<file path="config.mk">
export PLATFORM = sky130hd
export DESIGN_NAME = main_controller_flat
export DESIGN_NICKNAME = d
export VERILOG_FILES = /design/src/rtl/main_controller_pkg.sv /design/src/rtl/main_controller_if.sv /design/src/rtl/main_controller_instr_class_decode.sv /design/src/rtl/main_controller.sv /design/src/flat_wrapper.sv
export SDC_FILE = /design/constraint.sdc
export NUM_CORES = 1
export LEC_CHECK = 0
export CORE_MARGIN = 1
export CORE_UTILIZATION = 42
export CTS_BUF_LIST = sky130_fd_sc_hd__clkbuf_2
export DETAILED_ROUTE_END_ITERATION = 7
export HOLD_SLACK_MARGIN = 0.1
export MAX_ROUTING_LAYER = met4
export PLACE_DENSITY = 0.8
export SYNTH_ARGS = -nofsm -noshare
export SYNTH_HDL_FRONTEND = slang
export SYNTH_SLANG_ARGS = --single-unit
</file>
<file path="constraint.sdc">
create_clock -name clk -period 2.4 [get_ports clk]
set_input_delay 0.36 -clock clk [delete_from_list [all_inputs] [get_ports clk]]
set_output_delay 0.36 -clock clk [all_outputs]
set_load 0.02 [all_outputs]
</file>
<file path="src/rtl/main_controller_pkg.sv">
// Shared types and encodings for the multi-cycle RV32I controller.
// Holds the state enum, opcode classes, mux encodings and the registered control word.
package main_controller_pkg;

    typedef enum logic [2:0] {
        FETCH  = 3'd0,
        DECODE = 3'd1,
        EXEC   = 3'd2,
        MEM    = 3'd3,
        WB     = 3'd4,
        HALT   = 3'd5
    } state_e;

    localparam logic [6:0] OP_RALU   = 7'b0110011;
    localparam logic [6:0] OP_IALU   = 7'b0010011;
    localparam logic [6:0] OP_LOAD   = 7'b0000011;
    localparam logic [6:0] OP_STORE  = 7'b0100011;
    localparam logic [6:0] OP_BRANCH = 7'b1100011;
    localparam logic [6:0] OP_JAL    = 7'b1101111;
    localparam logic [6:0] OP_JALR   = 7'b1100111;
    localparam logic [6:0] OP_LUI    = 7'b0110111;

    localparam int NUM_CLASS  = 8;
    localparam int CLS_RALU   = 0;
    localparam int CLS_IALU   = 1;
    localparam int CLS_LOAD   = 2;
    localparam int CLS_STORE  = 3;
    localparam int CLS_BRANCH = 4;
    localparam int CLS_JAL    = 5;
    localparam int CLS_JALR   = 6;
    localparam int CLS_LUI    = 7;

    typedef logic [NUM_CLASS-1:0] class_t;

    localparam logic [1:0] PCSEL_PLUS4  = 2'b00;
    localparam logic [1:0] PCSEL_BRANCH = 2'b01;
    localparam logic [1:0] PCSEL_JAL    = 2'b10;
    localparam logic [1:0] PCSEL_JALR   = 2'b11;

    localparam logic [1:0] WBSEL_ALU = 2'b00;
    localparam logic [1:0] WBSEL_RAM = 2'b01;
    localparam logic [1:0] WBSEL_PC  = 2'b10;
    localparam logic [1:0] WBSEL_IMM = 2'b11;

    localparam logic [1:0] SIZE_BYTE = 2'b00;
    localparam logic [1:0] SIZE_HALF = 2'b01;
    localparam logic [1:0] SIZE_WORD = 2'b10;
    localparam logic [1:0] SIZE_BAD  = 2'b11;

    typedef struct packed {
        logic       pcEn;
        logic [1:0] pcSelect;
        logic       regWrite;
        logic       aluSrc;
        logic       ramRdEn;
        logic       ramWrEn;
        logic       isByte;
        logic       isHalf;
        logic       isWord;
        logic [1:0] memToReg;
        logic       halted;
    } ctrl_t;

endpackage

</file>
<file path="src/rtl/main_controller_if.sv">
// Instruction-field inputs and datapath control outputs of the controller.
// master = controller side, slave = datapath / bench side.
interface main_controller_if #(
    parameter int DWIDTH = 32
) ();
    logic [6:0]        opcode;
    logic [2:0]        funct3;
    logic              pcEn;
    logic [1:0]        pcSelect;
    logic              regWrite;
    logic              aluSrc;
    logic              ramRdEn;
    logic              ramWrEn;
    logic              isByte;
    logic              isHalf;
    logic              isWord;
    logic [1:0]        memToReg;
    logic              halted;
    logic [DWIDTH-1:0] instrCount;

    modport master (
        input  opcode, funct3,
        output pcEn, pcSelect, regWrite, aluSrc, ramRdEn, ramWrEn,
               isByte, isHalf, isWord, memToReg, halted, instrCount
    );

    modport slave (
        output opcode, funct3,
        input  pcEn, pcSelect, regWrite, aluSrc, ramRdEn, ramWrEn,
               isByte, isHalf, isWord, memToReg, halted, instrCount
    );
endinterface

</file>
<file path="src/rtl/main_controller_instr_class_decode.sv">
// Maps an opcode to a one-hot instruction class plus an illegal flag.
// Purely combinational, no state.
module instr_class_decode
    import main_controller_pkg::*;
(
    input  logic [6:0] opcode,
    output class_t     instrClass,
    output logic       illegal
);
    always_comb begin
        instrClass = '0;
        case (opcode)
            OP_RALU:   instrClass[CLS_RALU]   = 1'b1;
            OP_IALU:   instrClass[CLS_IALU]   = 1'b1;
            OP_LOAD:   instrClass[CLS_LOAD]   = 1'b1;
            OP_STORE:  instrClass[CLS_STORE]  = 1'b1;
            OP_BRANCH: instrClass[CLS_BRANCH] = 1'b1;
            OP_JAL:    instrClass[CLS_JAL]    = 1'b1;
            OP_JALR:   instrClass[CLS_JALR]   = 1'b1;
            OP_LUI:    instrClass[CLS_LUI]    = 1'b1;
            default:   instrClass = '0;
        endcase
        illegal = ~|instrClass;
    end
endmodule

</file>
<file path="src/rtl/main_controller.sv">
// Multi-cycle FETCH/DECODE/EXEC/MEM/WB sequencer driving the RV32I datapath controls.
// 3-5 cycles per instruction; all outputs registered, decoded from state + latched opcode/funct3.
// No backpressure. MAIN_CONTROLLER_HALT_ON_ILLEGAL_EN sends illegal encodings to HALT instead of NOP.
module main_controller
    import main_controller_pkg::*;
#(
    parameter int DWIDTH = 32
) (
    input logic               clk,
    input logic               reset,
    main_controller_if.master bus
);
`ifdef MAIN_CONTROLLER_HALT_ON_ILLEGAL_EN
    localparam bit HaltOnIllegal = 1'b1;
`else
    localparam bit HaltOnIllegal = 1'b0;
`endif

    state_e            state;
    state_e            stateNext;
    logic [6:0]        opcodeQ;
    logic [2:0]        funct3Q;
    logic [6:0]        opcodeNext;
    logic [2:0]        funct3Next;
    logic [DWIDTH-1:0] instrCountQ;
    ctrl_t             ctrlQ;
    class_t            cls;
    logic              illegal;
    logic              unusedBits;

    function automatic state_e nextStateOf(state_e st, class_t c, logic ill, logic [1:0] size);
        state_e ns;
        logic   isMem;
        logic   badEnc;
        isMem  = c[CLS_LOAD] | c[CLS_STORE];
        badEnc = ill | (isMem & (size == SIZE_BAD));
        case (st)
            FETCH:  ns = DECODE;
            DECODE: ns = EXEC;
            EXEC: begin
                if (HaltOnIllegal && badEnc)    ns = HALT;
                else if (ill || c[CLS_BRANCH])  ns = FETCH;
                else if (isMem)                 ns = MEM;
                else                            ns = WB;
            end
            MEM:     ns = c[CLS_LOAD] ? WB : FETCH;
            WB:      ns = FETCH;
            HALT:    ns = HALT;
            default: ns = FETCH;
        endcase
        return ns;
    endfunction

    // Control word for the state being entered; size bits only while a RAM strobe is up.
    function automatic ctrl_t ctrlOf(state_e st, class_t c, logic ill, logic [1:0] size);
        ctrl_t o;
        o = '0;
        case (st)
            EXEC: begin
                o.aluSrc = c[CLS_IALU] | c[CLS_LOAD] | c[CLS_STORE] | c[CLS_JALR];
                if (c[CLS_BRANCH]) begin
                    o.pcEn     = 1'b1;
                    o.pcSelect = PCSEL_BRANCH;
                end else if (ill && !HaltOnIllegal) begin
                    o.pcEn = 1'b1;
                end
            end
            MEM: begin
                o.aluSrc  = 1'b1;
                o.ramRdEn = c[CLS_LOAD];
                o.ramWrEn = c[CLS_STORE];
                o.pcEn    = c[CLS_STORE];
            end
            WB: begin
                o.pcEn     = 1'b1;
                o.regWrite = 1'b1;
                o.aluSrc   = c[CLS_IALU] | c[CLS_LOAD] | c[CLS_JALR];
                o.ramRdEn  = c[CLS_LOAD];
                if (c[CLS_LOAD])                   o.memToReg = WBSEL_RAM;
                else if (c[CLS_JAL] | c[CLS_JALR]) o.memToReg = WBSEL_PC;
                else if (c[CLS_LUI])               o.memToReg = WBSEL_IMM;
                else                               o.memToReg = WBSEL_ALU;
                if (c[CLS_JAL])       o.pcSelect = PCSEL_JAL;
                else if (c[CLS_JALR]) o.pcSelect = PCSEL_JALR;
                else                  o.pcSelect = PCSEL_PLUS4;
            end
            HALT:    o.halted = 1'b1;
            default: o = '0;
        endcase
        if (o.ramRdEn || o.ramWrEn) begin
            o.isByte = (size == SIZE_BYTE);
            o.isHalf = (size == SIZE_HALF);
            o.isWord = (size == SIZE_WORD) || (size == SIZE_BAD);
        end
        return o;
    endfunction

    // The decoder sees the value that will sit in the latch next cycle, so the
    // registered control word for EXEC is ready the moment EXEC is entered.
    assign opcodeNext = (state == DECODE) ? bus.opcode : opcodeQ;
    assign funct3Next = (state == DECODE) ? bus.funct3 : funct3Q;

    instr_class_decode u_instrClassDecode (
        .opcode     (opcodeNext),
        .instrClass (cls),
        .illegal    (illegal)
    );

    assign stateNext = nextStateOf(state, cls, illegal, funct3Next[1:0]);

    always_ff @(posedge clk) begin
        if (reset) begin
            state       <= FETCH;
            opcodeQ     <= '0;
            funct3Q     <= '0;
            instrCountQ <= '0;
            ctrlQ       <= '0;
        end else begin
            state   <= stateNext;
            opcodeQ <= opcodeNext;
            funct3Q <= funct3Next;
            ctrlQ   <= ctrlOf(stateNext, cls, illegal, funct3Next[1:0]);
            if (ctrlQ.pcEn) begin
                instrCountQ <= instrCountQ + DWIDTH'(1);
            end
        end
    end

    assign bus.pcEn       = ctrlQ.pcEn;
    assign bus.pcSelect   = ctrlQ.pcSelect;
    assign bus.regWrite   = ctrlQ.regWrite;
    assign bus.aluSrc     = ctrlQ.aluSrc;
    assign bus.ramRdEn    = ctrlQ.ramRdEn;
    assign bus.ramWrEn    = ctrlQ.ramWrEn;
    assign bus.isByte     = ctrlQ.isByte;
    assign bus.isHalf     = ctrlQ.isHalf;
    assign bus.isWord     = ctrlQ.isWord;
    assign bus.memToReg   = ctrlQ.memToReg;
    assign bus.instrCount = instrCountQ;
`ifdef MAIN_CONTROLLER_HALT_ON_ILLEGAL_EN
    assign bus.halted     = ctrlQ.halted;
`else
    assign bus.halted     = 1'b0;
`endif

    assign unusedBits = ^{funct3Next[2], ctrlQ.halted};

endmodule

</file>
<file path="src/flat_wrapper.sv">
// flat-port wrapper written by rule: the top's interface ports become plain ports
module main_controller_flat import main_controller_pkg::*;
#(
    parameter int DWIDTH = 32
)
  (clk, reset, bus_opcode, bus_funct3, bus_pcEn, bus_pcSelect, bus_regWrite, bus_aluSrc, bus_ramRdEn, bus_ramWrEn, bus_isByte, bus_isHalf, bus_isWord, bus_memToReg, bus_halted, bus_instrCount);
  main_controller_if #(.DWIDTH(DWIDTH)) bus_i ();
  input logic clk;
  input logic reset;
  input wire logic [$bits(bus_i.opcode)-1:0] bus_opcode;
  input wire logic [$bits(bus_i.funct3)-1:0] bus_funct3;
  output wire logic [$bits(bus_i.pcEn)-1:0] bus_pcEn;
  output wire logic [$bits(bus_i.pcSelect)-1:0] bus_pcSelect;
  output wire logic [$bits(bus_i.regWrite)-1:0] bus_regWrite;
  output wire logic [$bits(bus_i.aluSrc)-1:0] bus_aluSrc;
  output wire logic [$bits(bus_i.ramRdEn)-1:0] bus_ramRdEn;
  output wire logic [$bits(bus_i.ramWrEn)-1:0] bus_ramWrEn;
  output wire logic [$bits(bus_i.isByte)-1:0] bus_isByte;
  output wire logic [$bits(bus_i.isHalf)-1:0] bus_isHalf;
  output wire logic [$bits(bus_i.isWord)-1:0] bus_isWord;
  output wire logic [$bits(bus_i.memToReg)-1:0] bus_memToReg;
  output wire logic [$bits(bus_i.halted)-1:0] bus_halted;
  output wire logic [$bits(bus_i.instrCount)-1:0] bus_instrCount;
  assign bus_i.opcode = bus_opcode;
  assign bus_i.funct3 = bus_funct3;
  assign bus_pcEn = bus_i.pcEn;
  assign bus_pcSelect = bus_i.pcSelect;
  assign bus_regWrite = bus_i.regWrite;
  assign bus_aluSrc = bus_i.aluSrc;
  assign bus_ramRdEn = bus_i.ramRdEn;
  assign bus_ramWrEn = bus_i.ramWrEn;
  assign bus_isByte = bus_i.isByte;
  assign bus_isHalf = bus_i.isHalf;
  assign bus_isWord = bus_i.isWord;
  assign bus_memToReg = bus_i.memToReg;
  assign bus_halted = bus_i.halted;
  assign bus_instrCount = bus_i.instrCount;
  main_controller #(.DWIDTH(DWIDTH)) u_core (.clk(clk), .reset(reset), .bus(bus_i));
endmodule
</file>
==> flow_metrics.env <==
export IMPL_grt_total_usage=0.1937
export IMPL_clk_latency_ns=0.44
export IMPL_cts_tree="built"
export IMPL_period_needed_ns=2.195
export IMPL_grt_max_degree=30
export IMPL_async_reset_ff_frac=0
export IMPL_netlist_area_mm2=0.002591
export IMPL_relSlewSlack=0.6497
export IMPL_core_area_mm2=0.005921
export IMPL_cts_made_buffers=5
export IMPL_crit_top_cell="buf_4"
export IMPL_diodes=0
export IMPL_dpl_hpwl_mm=4.121
export IMPL_stdcell_count=426
export IMPL_start_util=0.4377
export IMPL_cp_slowest_cell="dfxtp_1"
export IMPL_vias=2306
export IMPL_p_per_area_mw_per_mm2=460.5
export IMPL_status="completed"
export IMPL_cpPeakStageDelay_ns=0.56
export IMPL_htree_levels=2
export IMPL_drv_cap=0
export IMPL_drc_errors=0
export IMPL_synth_seq_area_share=0.4326
export IMPL_total_leakage_power_nw=1.125
export IMPL_wirelength_mm=5.827
export IMPL_synth_ff_type="dfxtp_1"
export IMPL_globalRouteOverflowTotal=0
export IMPL_crit_family="compound AO/OA/AOI/OAI gates"
export IMPL_whs_path_depth=2
export IMPL_rr_worst_depth=7
export IMPL_whs_ns=0.3385
export IMPL_antenna_found_initial=0
export IMPL_clock_fmax_mhz=455.6
export IMPL_cts_hold_fix_buffers=0
export IMPL_clk_pin_slew_ns=0.30
export IMPL_cts_sinks=56
export IMPL_grt_pass1_vias=2137
export IMPL_io_pins=57
export IMPL_drive_gt1_frac=0.08262
export IMPL_gp_congestion=0.8791
export IMPL_design_area_mm2=0.003286
export IMPL_clock_path_buffers=2
export IMPL_avgRoutedWirePerCell_um=13.68
export IMPL_yosysUniqueCellTypes=54
export IMPL_worst_r2r_endpoint="u_core.bus.aluSrc$_SDFF_PP0_"
export IMPL_place_area_mm2=0.003216
export IMPL_min_to="u_core.bus.instrCount[0]$_SDFFE_PP0P_"
export IMPL_clockRootBuffer="clkbuf_2"
export IMPL_yosys_warnings=0
export IMPL_dieHeight_um=80.55
export IMPL_worstPathBufferInverterCount=2
export IMPL_worst_hold_path_type="input port to register"
export IMPL_syn_area_per_cell_um2=8.814
export IMPL_ys_seq_elements=56
export IMPL_synth_cells=294
export IMPL_drt_iter0_markers=146
export IMPL_tightest_slew_ns=0.5219
export IMPL_fin_skew_ns=0.02707
export IMPL_areaGrowthSynthToFinish_pct=26.80
export IMPL_cp_start_kind="register"
export IMPL_cp_startpoint="u_core.state[0]$_SDFF_PP0_"
export IMPL_rrSetupSlack_ns=0.21
export IMPL_path_class="register to register"
export IMPL_dr_pass1_iters=4
export IMPL_fill_cells=552
export IMPL_place_inst=416
export IMPL_synth_edff_count=0
export IMPL_post_route_period_util=0.9145
export IMPL_required_ns=2.78
export IMPL_rsz0062_at_grt="no"
export IMPL_die_w_um=80.55
export IMPL_finalHoldViolCount=0
export IMPL_slew_violations=0
export IMPL_crit_chain="nor3b_4 > buf_4 > o211ai_1 > a21oi_1 > o21ai_2 > buf_4 > a311oi_2"
export IMPL_io_buffers=54
export IMPL_grt_first_pass_wirelength_mm=9.604
export IMPL_setup_violations=0
export IMPL_end_kind="register"
export IMPL_worstPathMaxFanout=8
export IMPL_fin_setup_tns_ns=0
export IMPL_rows=28
export IMPL_peakVddDrop_mv=0.2553
export IMPL_synth_nets=307
export IMPL_holdCritStartpoint="reset"
export IMPL_antenna_left=0
export IMPL_arrival_ns=2.57
export IMPL_avgViaCountPerCell=5.413
export IMPL_final_net_count=363
export IMPL_r2r_start="u_core.state[0]$_SDFF_PP0_"
export IMPL_die_area_mm2=0.006488
logic make-up (layout without fill, tap and decap cells):
group	count (synthesis)	after routing	synth area share
and+or+nand+nor	143	143	0.2979
muxes	7	7	0.02897
xor gates and xnor gates	30	30	0.1014
DFF	56	56	0.4326
other	1	1	0.001447
AOI/OAI and AO/OA	39	39	0.1029
buffers and inverters	17	74	0.02994
adders and majority gates	1	1	0.004828
layout by cell type, fill, tap and decap left out, types with 8 or more instances in the layout:
cell             synthesis  routed
clkdlybuf4s50_1          0      53
nand3_1                 15      15
a21oi_1                 14      14
buf_4                    3      10
nand2_1                 22      22
nand4_1                 13      13
dfxtp_1                 56      56
xor2_1                  26      26
nor3_1                   8       8
nor2_1                  43      43
power breakdown:
part | switching [W] | internal (W)
Sequential | 0.0000240 | 0.000950
Combinational | 0.0000882 | 0.0000749
Clock | 0.000303 | 0.0000730
Total | 0.000415 | 0.00110
layer usage:
| layer | GRT usage | share of wire | vias up |
|---|---|---|---|
| met3 | 0.03523 | 0.051 | 11 |
| li1 | - | - | 1139 |
| met4 | 0.06607 | 0.015 | 0 |
| met2 | 0.3220 | 0.48 | 71 |
| met5 | - | 0 | - |
| met1 | 0.2349 | 0.46 | 1085 |
synth_stat cells, drive strengths merged (2+ instances only):
library cell	number	share of area
mux2i	6	0.025
xnor2	4	0.014
a21oi	14	0.027
nor4bb	2	0.0077
nand2b	6	0.014
and3	7	0.017
o21ai	8	0.017
nor3	8	0.015
a311oi	2	0.0092
nand4	13	0.031
nand3	15	0.029
nor4	3	0.013
nand3b	2	0.0058
nor2	43	0.062
clkbuf	10	0.014
or3b	2	0.0077
nand2	22	0.032
buf	5	0.013
a211oi	3	0.011
and2	2	0.0048
xor2	26	0.088
nor3b	3	0.0087
and4	5	0.017
or3	5	0.014
o31ai	2	0.0058
inv	2	0.0029
dfxtp	56	0.43
state kept, by name (all words and copies together) (netlist names):
signal                 cells
u_core.bus.pcSelect        2
u_core.bus.isWord          1
u_core.bus.isHalf          1
u_core.bus.regWrite        1
u_core.bus.instrCount     32
u_core.opcodeQ             7
u_core.funct3Q             2
u_core.bus.aluSrc          1
u_core.bus.pcEn            1
u_core.bus.ramWrEn         1
u_core.bus.isByte          1
u_core.bus.memToReg        2
u_core.bus.ramRdEn         1
u_core.state               3
what timing repair did:
action                     CTS  global route
hold endpoints to repair     0             0
setup buffers                0             2
resized for setup            0             1
setup endpoints to repair    0             5
per-stage QoR:
stage	utilization	total power, W	worst slack (ns)
after CTS	0.5514	0.001529	0.1341
final	0.5549	0.001513	0.2053
after global routing	0.5549	0.001583	0.03311
after detailed placement	0.5431	0.001149	0.1754
after global placement	0.5431	0.001144	0.1854
after floorplan	-	0.001093	0.5467
worst max-delay path by stage:
| stage | end | slack, ns | cells past startpoint |
|---|---|---|---|
| 3_5_place_dp | u_core.bus.aluSrc$_SDFF_PP0_ | 0.18 | 6 |
| 5_1_grt | u_core.bus.isHalf$_SDFF_PP0_ | 0.03 | 6 |
| 6_report | u_core.bus.aluSrc$_SDFF_PP0_ | 0.21 | 7 |
| 4_1_cts | u_core.bus.pcSelect[1]$_SDFF_PP0_ | 0.13 | 6 |
| 3_3_place_gp | u_core.bus.aluSrc$_SDFF_PP0_ | 0.19 | 6 |
| 2_1_floorplan | u_core.bus.aluSrc$_SDFF_PP0_ | 0.55 | 7 |
area by class of cell:
type	instances	area, um2	area share
Sequential cell	56	1121	0.3412
Clock inverter	3	23.77	0.007235
Inverter	2	7.507	0.002285
Clock buffer	5	25.02	0.007616
Multi-Input combinational cell	221	1404	0.4273
Timing Repair Buffer	64	610.6	0.1858
Tap cell	75	93.84	0.02856
worst reg2reg max path, delay by kind of cell (launching register included):
family	cells	cell delay [ns]
flops	1	0.56
compound gates	4	0.78
buf+inv	2	0.37
simple gates	1	0.43
(Power assumes the default switching activity.)
